File: src/rtl/rf_writeback.sv
// Register-file writeback stage: source select, load extension, 2-entry result buffer, RAW pending mask.
// Optional same-cycle bypass of an empty buffer is enabled by defining WB_BYPASS_EN.
module rf_writeback #(
   parameter int DEPTH          = 2,
   parameter int OPCODE_WIDTH   = 7,
   parameter int FUNCT3_LEN     = 3,
   parameter int SYS_REGS_WIDTH = 5,
   parameter int XLEN           = 32
) (
   input  logic                      clk,
   input  logic                      rst_n,
   input  logic                      halt,
   input  logic                      ex_valid,
   output logic                      ex_ready,
   input  logic [OPCODE_WIDTH-1:0]   opcode_in,
   input  logic [FUNCT3_LEN-1:0]     funct3_in,
   input  logic [SYS_REGS_WIDTH-1:0] rd_in,
   input  logic [XLEN-1:0]           alu_result,
   input  logic [XLEN-1:0]           load_data,
   input  logic [XLEN-1:0]           pc_plus4,
   output logic [SYS_REGS_WIDTH-1:0] rd_addr,
   output logic [XLEN-1:0]           write_data,
   output logic                      write_en,
   output logic [31:0]               pending_mask
);

   localparam logic [OPCODE_WIDTH-1:0] OP_LOAD   = 7'b0000011;
   localparam logic [OPCODE_WIDTH-1:0] OP_STORE  = 7'b0100011;
   localparam logic [OPCODE_WIDTH-1:0] OP_BRANCH = 7'b1100011;
   localparam logic [OPCODE_WIDTH-1:0] OP_JAL    = 7'b1101111;
   localparam logic [OPCODE_WIDTH-1:0] OP_JALR   = 7'b1100111;
   localparam logic [FUNCT3_LEN-1:0]   FN3_SB    = 3'b000;
   localparam logic [FUNCT3_LEN-1:0]   FN3_SH    = 3'b001;
   localparam logic [FUNCT3_LEN-1:0]   FN3_SBU   = 3'b100;
   localparam logic [FUNCT3_LEN-1:0]   FN3_SHU   = 3'b101;

   logic [SYS_REGS_WIDTH-1:0] rd_mem_reg   [DEPTH];
   logic [XLEN-1:0]           data_mem_reg [DEPTH];
   logic                      wr_ptr_reg, rd_ptr_reg;
   logic [1:0]                count_reg, count_next;

   logic            writable, accept, bypass, push, pop, head_valid;
   logic [7:0]      byte_sel;
   logic [15:0]     half_sel;
   logic [XLEN-1:0] load_ext, result;

   assign writable   = (opcode_in != OP_STORE) && (opcode_in != OP_BRANCH) && (rd_in != '0);
   assign ex_ready   = (count_reg < 2'd2);
   assign accept     = ex_valid & ex_ready;
   assign head_valid = (count_reg != 2'd0);

   always_comb begin
      byte_sel = 8'(load_data >> {alu_result[1:0], 3'b000});
      half_sel = alu_result[1] ? load_data[31:16] : load_data[15:0];
      case (funct3_in)
         FN3_SB:  load_ext = {{24{byte_sel[7]}}, byte_sel};
         FN3_SBU: load_ext = {24'd0, byte_sel};
         FN3_SH:  load_ext = {{16{half_sel[15]}}, half_sel};
         FN3_SHU: load_ext = {16'd0, half_sel};
         default: load_ext = load_data;
      endcase
   end

   always_comb begin
      if (opcode_in == OP_LOAD)
         result = load_ext;
      else if (opcode_in == OP_JAL || opcode_in == OP_JALR)
         result = pc_plus4;
      else
         result = alu_result;
   end

`ifdef WB_BYPASS_EN
   assign bypass = accept & writable & !head_valid & !halt;
`else
   assign bypass = 1'b0;
`endif

   assign push = accept & writable & !bypass;
   assign pop  = head_valid & !halt;

   always_comb begin
      rd_addr    = '0;
      write_data = '0;
      if (head_valid) begin
         rd_addr    = rd_mem_reg[rd_ptr_reg];
         write_data = data_mem_reg[rd_ptr_reg];
      end else if (bypass) begin
         rd_addr    = rd_in;
         write_data = result;
      end
   end
   assign write_en = pop | bypass;

   always_comb begin
      count_next = count_reg;
      case ({push, pop})
         2'b10:   count_next = count_reg + 2'd1;
         2'b01:   count_next = count_reg - 2'd1;
         default: count_next = count_reg;
      endcase
   end

   always_ff @(posedge clk or negedge rst_n) begin
      if (!rst_n) begin
         count_reg  <= 2'd0;
         wr_ptr_reg <= 1'b0;
         rd_ptr_reg <= 1'b0;
      end else begin
         count_reg <= count_next;
         if (push) wr_ptr_reg <= ~wr_ptr_reg;
         if (pop)  rd_ptr_reg <= ~rd_ptr_reg;
      end
   end

   // Storage needs no reset: contents are only observed through count-qualified paths.
   always_ff @(posedge clk) begin
      if (push) begin
         rd_mem_reg[wr_ptr_reg]   <= rd_in;
         data_mem_reg[wr_ptr_reg] <= result;
      end
   end

   logic [31:0] mask_part [DEPTH];
   generate
      for (genvar gi = 0; gi < DEPTH; gi++) begin : g_mask
         logic entry_valid;
         assign entry_valid   = (count_reg == 2'd2) || (head_valid && (rd_ptr_reg == 1'(gi)));
         assign mask_part[gi] = entry_valid ? (32'd1 << rd_mem_reg[gi]) : 32'd0;
      end
   endgenerate

   assign pending_mask = (mask_part[0] | mask_part[1]) & ~32'd1;

endmodule

File: config.mk
export PLATFORM = sky130hd
export DESIGN_NAME = rf_writeback
export DESIGN_NICKNAME = d
export VERILOG_FILES = /design/src/rtl/rf_writeback.sv
export SDC_FILE = /design/constraint.sdc
export NUM_CORES = 1
export LEC_CHECK = 0
export ABC_CLOCK_PERIOD_IN_PS = 2600
export CORE_MARGIN = 1
export CORE_UTILIZATION = 30
export DETAILED_ROUTE_END_ITERATION = 16
export RECOVER_POWER = 25
export SLEW_MARGIN = 25
export SYNTH_ARGS = -nofsm -noshare
export SYNTH_HDL_FRONTEND = slang
export SYNTH_SLANG_ARGS = --single-unit
File: constraint.sdc
create_clock -name clk -period 2.6 [get_ports clk]
set_input_delay 0.39 -clock clk [delete_from_list [all_inputs] [get_ports clk]]
set_output_delay 0.39 -clock clk [all_outputs]
set_load 0.03 [all_outputs]
==> results.yml <==
synth:
  synthTopCellsByArea: "edfxtp_1 (47%), mux2i_1 (16%), o22ai_1 (4.5%)"
  syn_nets: 545
  synth_cell_types: 47
  async_flop_share_pct: 5.13
  syn_inst: 429
  ys_seq_elements: 78
  synth_largest_area_cell: "edfxtp_1"
  yosys.area.top_type_share_pct: 46.5
  ys_seq_area_share_pct: 48.6
  synth.avg_cell_area_um2: 11.1
  synth_warnings: 0
  synth_area_um2: 4770
  synth_edf_count: 74
  synth_ff_type: "edfxtp_1"
clock_network:
  ctsHoldBuffers: 0
  clk_pin_slew_ps: 50
  ctsResizeCount: 31
  cts_root_buf: "clkbuf_16"
  clock-sinks: 78
  cts_tree: "built"
  clockBufferDepth: 2
  h-tree-depth: 3
  cts_buffers: 9
  clk_latency_ps: 330
  postCtsSetupBuffers: 0
placement:
  dp_hpwl_mm: 11.9
  dpl_cell_area_um2: 6890
  dp_cells: 807
  gp_congestion: 0.900
  pre_cts_slack_ps: -27.5
  io_buffers: 184
pwr:
  peakVddDrop_uv: 449
  power.density_nw_per_um2: 839
  clockPowerShare_pct: 18.8
  seqPwrFrac_pct: 29.9
  power.internal_mw: 3.53
  switching_share_pct: 40.9
  p_comb_share_pct: 51.3
  p_leak_nw: 2.81
  power_switching_mw: 2.44
cells_and_area:
  fin_cells: 823
  final.fill_count: 1425
  area_growth_pct: 48.9
  layout_commonest_cell: "clkdlybuf4s50_1"
  design_area_um2: 7110
  largest_reg_flops: 64
  final_cell_mix: "clkdlybuf4s50_1 (146), mux2i_1 (76), edfxtp_1 (74), nor2_1 (46), o22ai_1 (34)"
  antenna_cells: 0
  multi_input_area_um2: 2270
  num-nets-final: 723
  drive_above_1_share_pct: 10.1
  final-seq-area_um2: 2320
critical_path:
  required_ps: 2210
  worstSetupEndpointType: "output port"
  arrival_ps: 2070
  critPathTopFamily: "buffers and inverters"
  path_cells: "buf_12 -> mux2i_1 -> nor2_1 -> clkdlybuf4s50_1"
  path_max_fanout: 36
  slowest_delay_ps: 600
  cp-start-kind: "flip-flop"
  path_buf_inv: 2
  crit_slowest_cell: "clkdlybuf4s50_1"
  worstSetupPathType: "reg -> out"
die:
  die_area_um2: 16400
  die_h_um: 128
  start_util_pct: 31.1
  die_w_um: 128
  num_rows: 45
  core-area_um2: 15400
  ioPinCount: 186
global_route:
  grt_max_degree: 39
  grt_pass1_wl_mm: 23.1
  first_global_vias: 4252
  grt-ovfl-total: 0
  grt_usage_pct: 18.6
  antenna_found_initial: 0
drt:
  drtIter0Drc: 229
  drt_pre_antenna_iters: 4
  drc_errors: 0
  drtAntennaViolNets: 0
  via_per_inst: 5.11
  vias: 4203
  drt-total-wl_mm: 15.3
  routedWlPerCell_um: 18.5
run_status:
  run_status: "complete, no violations"
sta:
  hold_viol_final: 0
  fin_ws_ps: 142
  relSlewSlack_pct: 59.0
  worstMarginPinSlew_ps: 615
  fin_worst_skew_ps: 8.54
  drv_slew: 0
  holdWs_ps: 333
  fin_crit_ps: 2460
  rsz0062_at_grt: "false"
  finalSetupViolCount: 0
  period_share_pct: 94.5
  clock.fmax_ghz: 0.407
flow_run:
  cap_viol_max_count: 0
hold_path:
  hold_path.class: "in -> async"
-- synth_stat cells, drive strengths merged, types with 7 or more instances --
master,number
mux2i,76
nand3b,8
edfxtp,74
a211oi,13
a22oi,17
o22ai,34
nand2,25
nor3,11
nor2,49
clkbuf,19
buf,18
nor2b,7
-- power by group through the flow --
stage | sequential, mW | combinational, mW | clock [mW]
after floorplan | 1.73 | 1.88 | 0
after global placement | 1.80 | 3.11 | 0
after detailed placement | 1.81 | 3.13 | 0
after CTS | 1.78 | 3.11 | 1.14
after global routing | 1.81 | 3.24 | 1.19
final | 1.79 | 3.06 | 1.12
-- cells by family (layout without fill, tap and decap cells) --
| logic type | after synthesis | count (layout) | synth area share (%) |
|---|---|---|---|
| AND/OR/NAND/NOR | 131 | 131 | 14.2 |
| XOR/XNOR | 5 | 5 | 0.917 |
| flip-flops | 78 | 78 | 48.6 |
| other | 1 | 1 | 0.0785 |
| AO/OA/AOI/OAI | 90 | 90 | 14.3 |
| adder cells (fa/ha/maj) | 1 | 1 | 0.262 |
| multiplexers | 82 | 82 | 17.3 |
| buffers and inverters | 41 | 224 | 4.32 |
-- path summary, 6_finish.rpt --
path | start | end | slack [ps] | cells past startpoint
max | rd_ptr_reg | write_data[5] | 140 | 4
min | rst_n | count_reg[1] | 330 | 1
max reg2reg | count_reg[1] | data_mem_reg[1][13] | 660 | 5
min reg2reg | wr_ptr_reg | wr_ptr_reg | 570 | 1
max in group asynchronous | rst_n | count_reg[0] | 2080 | 1
min in group clk | wr_ptr_reg | wr_ptr_reg | 570 | 1
-- routing by layer --
layer  GRT usage, %  vias up  part of all wire, %
met5              0        -                    0
met4           3.94        0                 0.83
met3           3.05        8                  5.0
met2           34.1      164                   51
met1           22.8     2019                   43
li1               -     2012                    -
-- worst register-to-register path, stage by stage, from the launching register on --
cell and delay [ps]:
dfrtp_1 420, inv_1 140, o2111ai_1 170, clkbuf_1 220, nor2_4 110, clkbuf_2 510
-- cell type report --
type,count,share of cell area [%]
inverters,4,0.211
repair buffers,204,27.6
flip-flops and latches,78,32.7
multi-input cells,310,32.0
clock inverters,7,0.581
clock buffers,9,3.17
well taps,211,3.71
-- per-stage QoR --
stage / utilization (%) / total power [mW] / TNS [ps]
2_1_floorplan: - / 3.61 / -24770
3_3_place_gp: 44.8 / 4.91 / 0
3_5_place_dp: 44.8 / 4.94 / -55.0
4_1_cts: 46.3 / 6.03 / 0
5_1_grt: 46.3 / 6.25 / 0
6_report: 46.3 / 5.96 / 0
No activity file was read; power rests on OpenSTA's default activity.
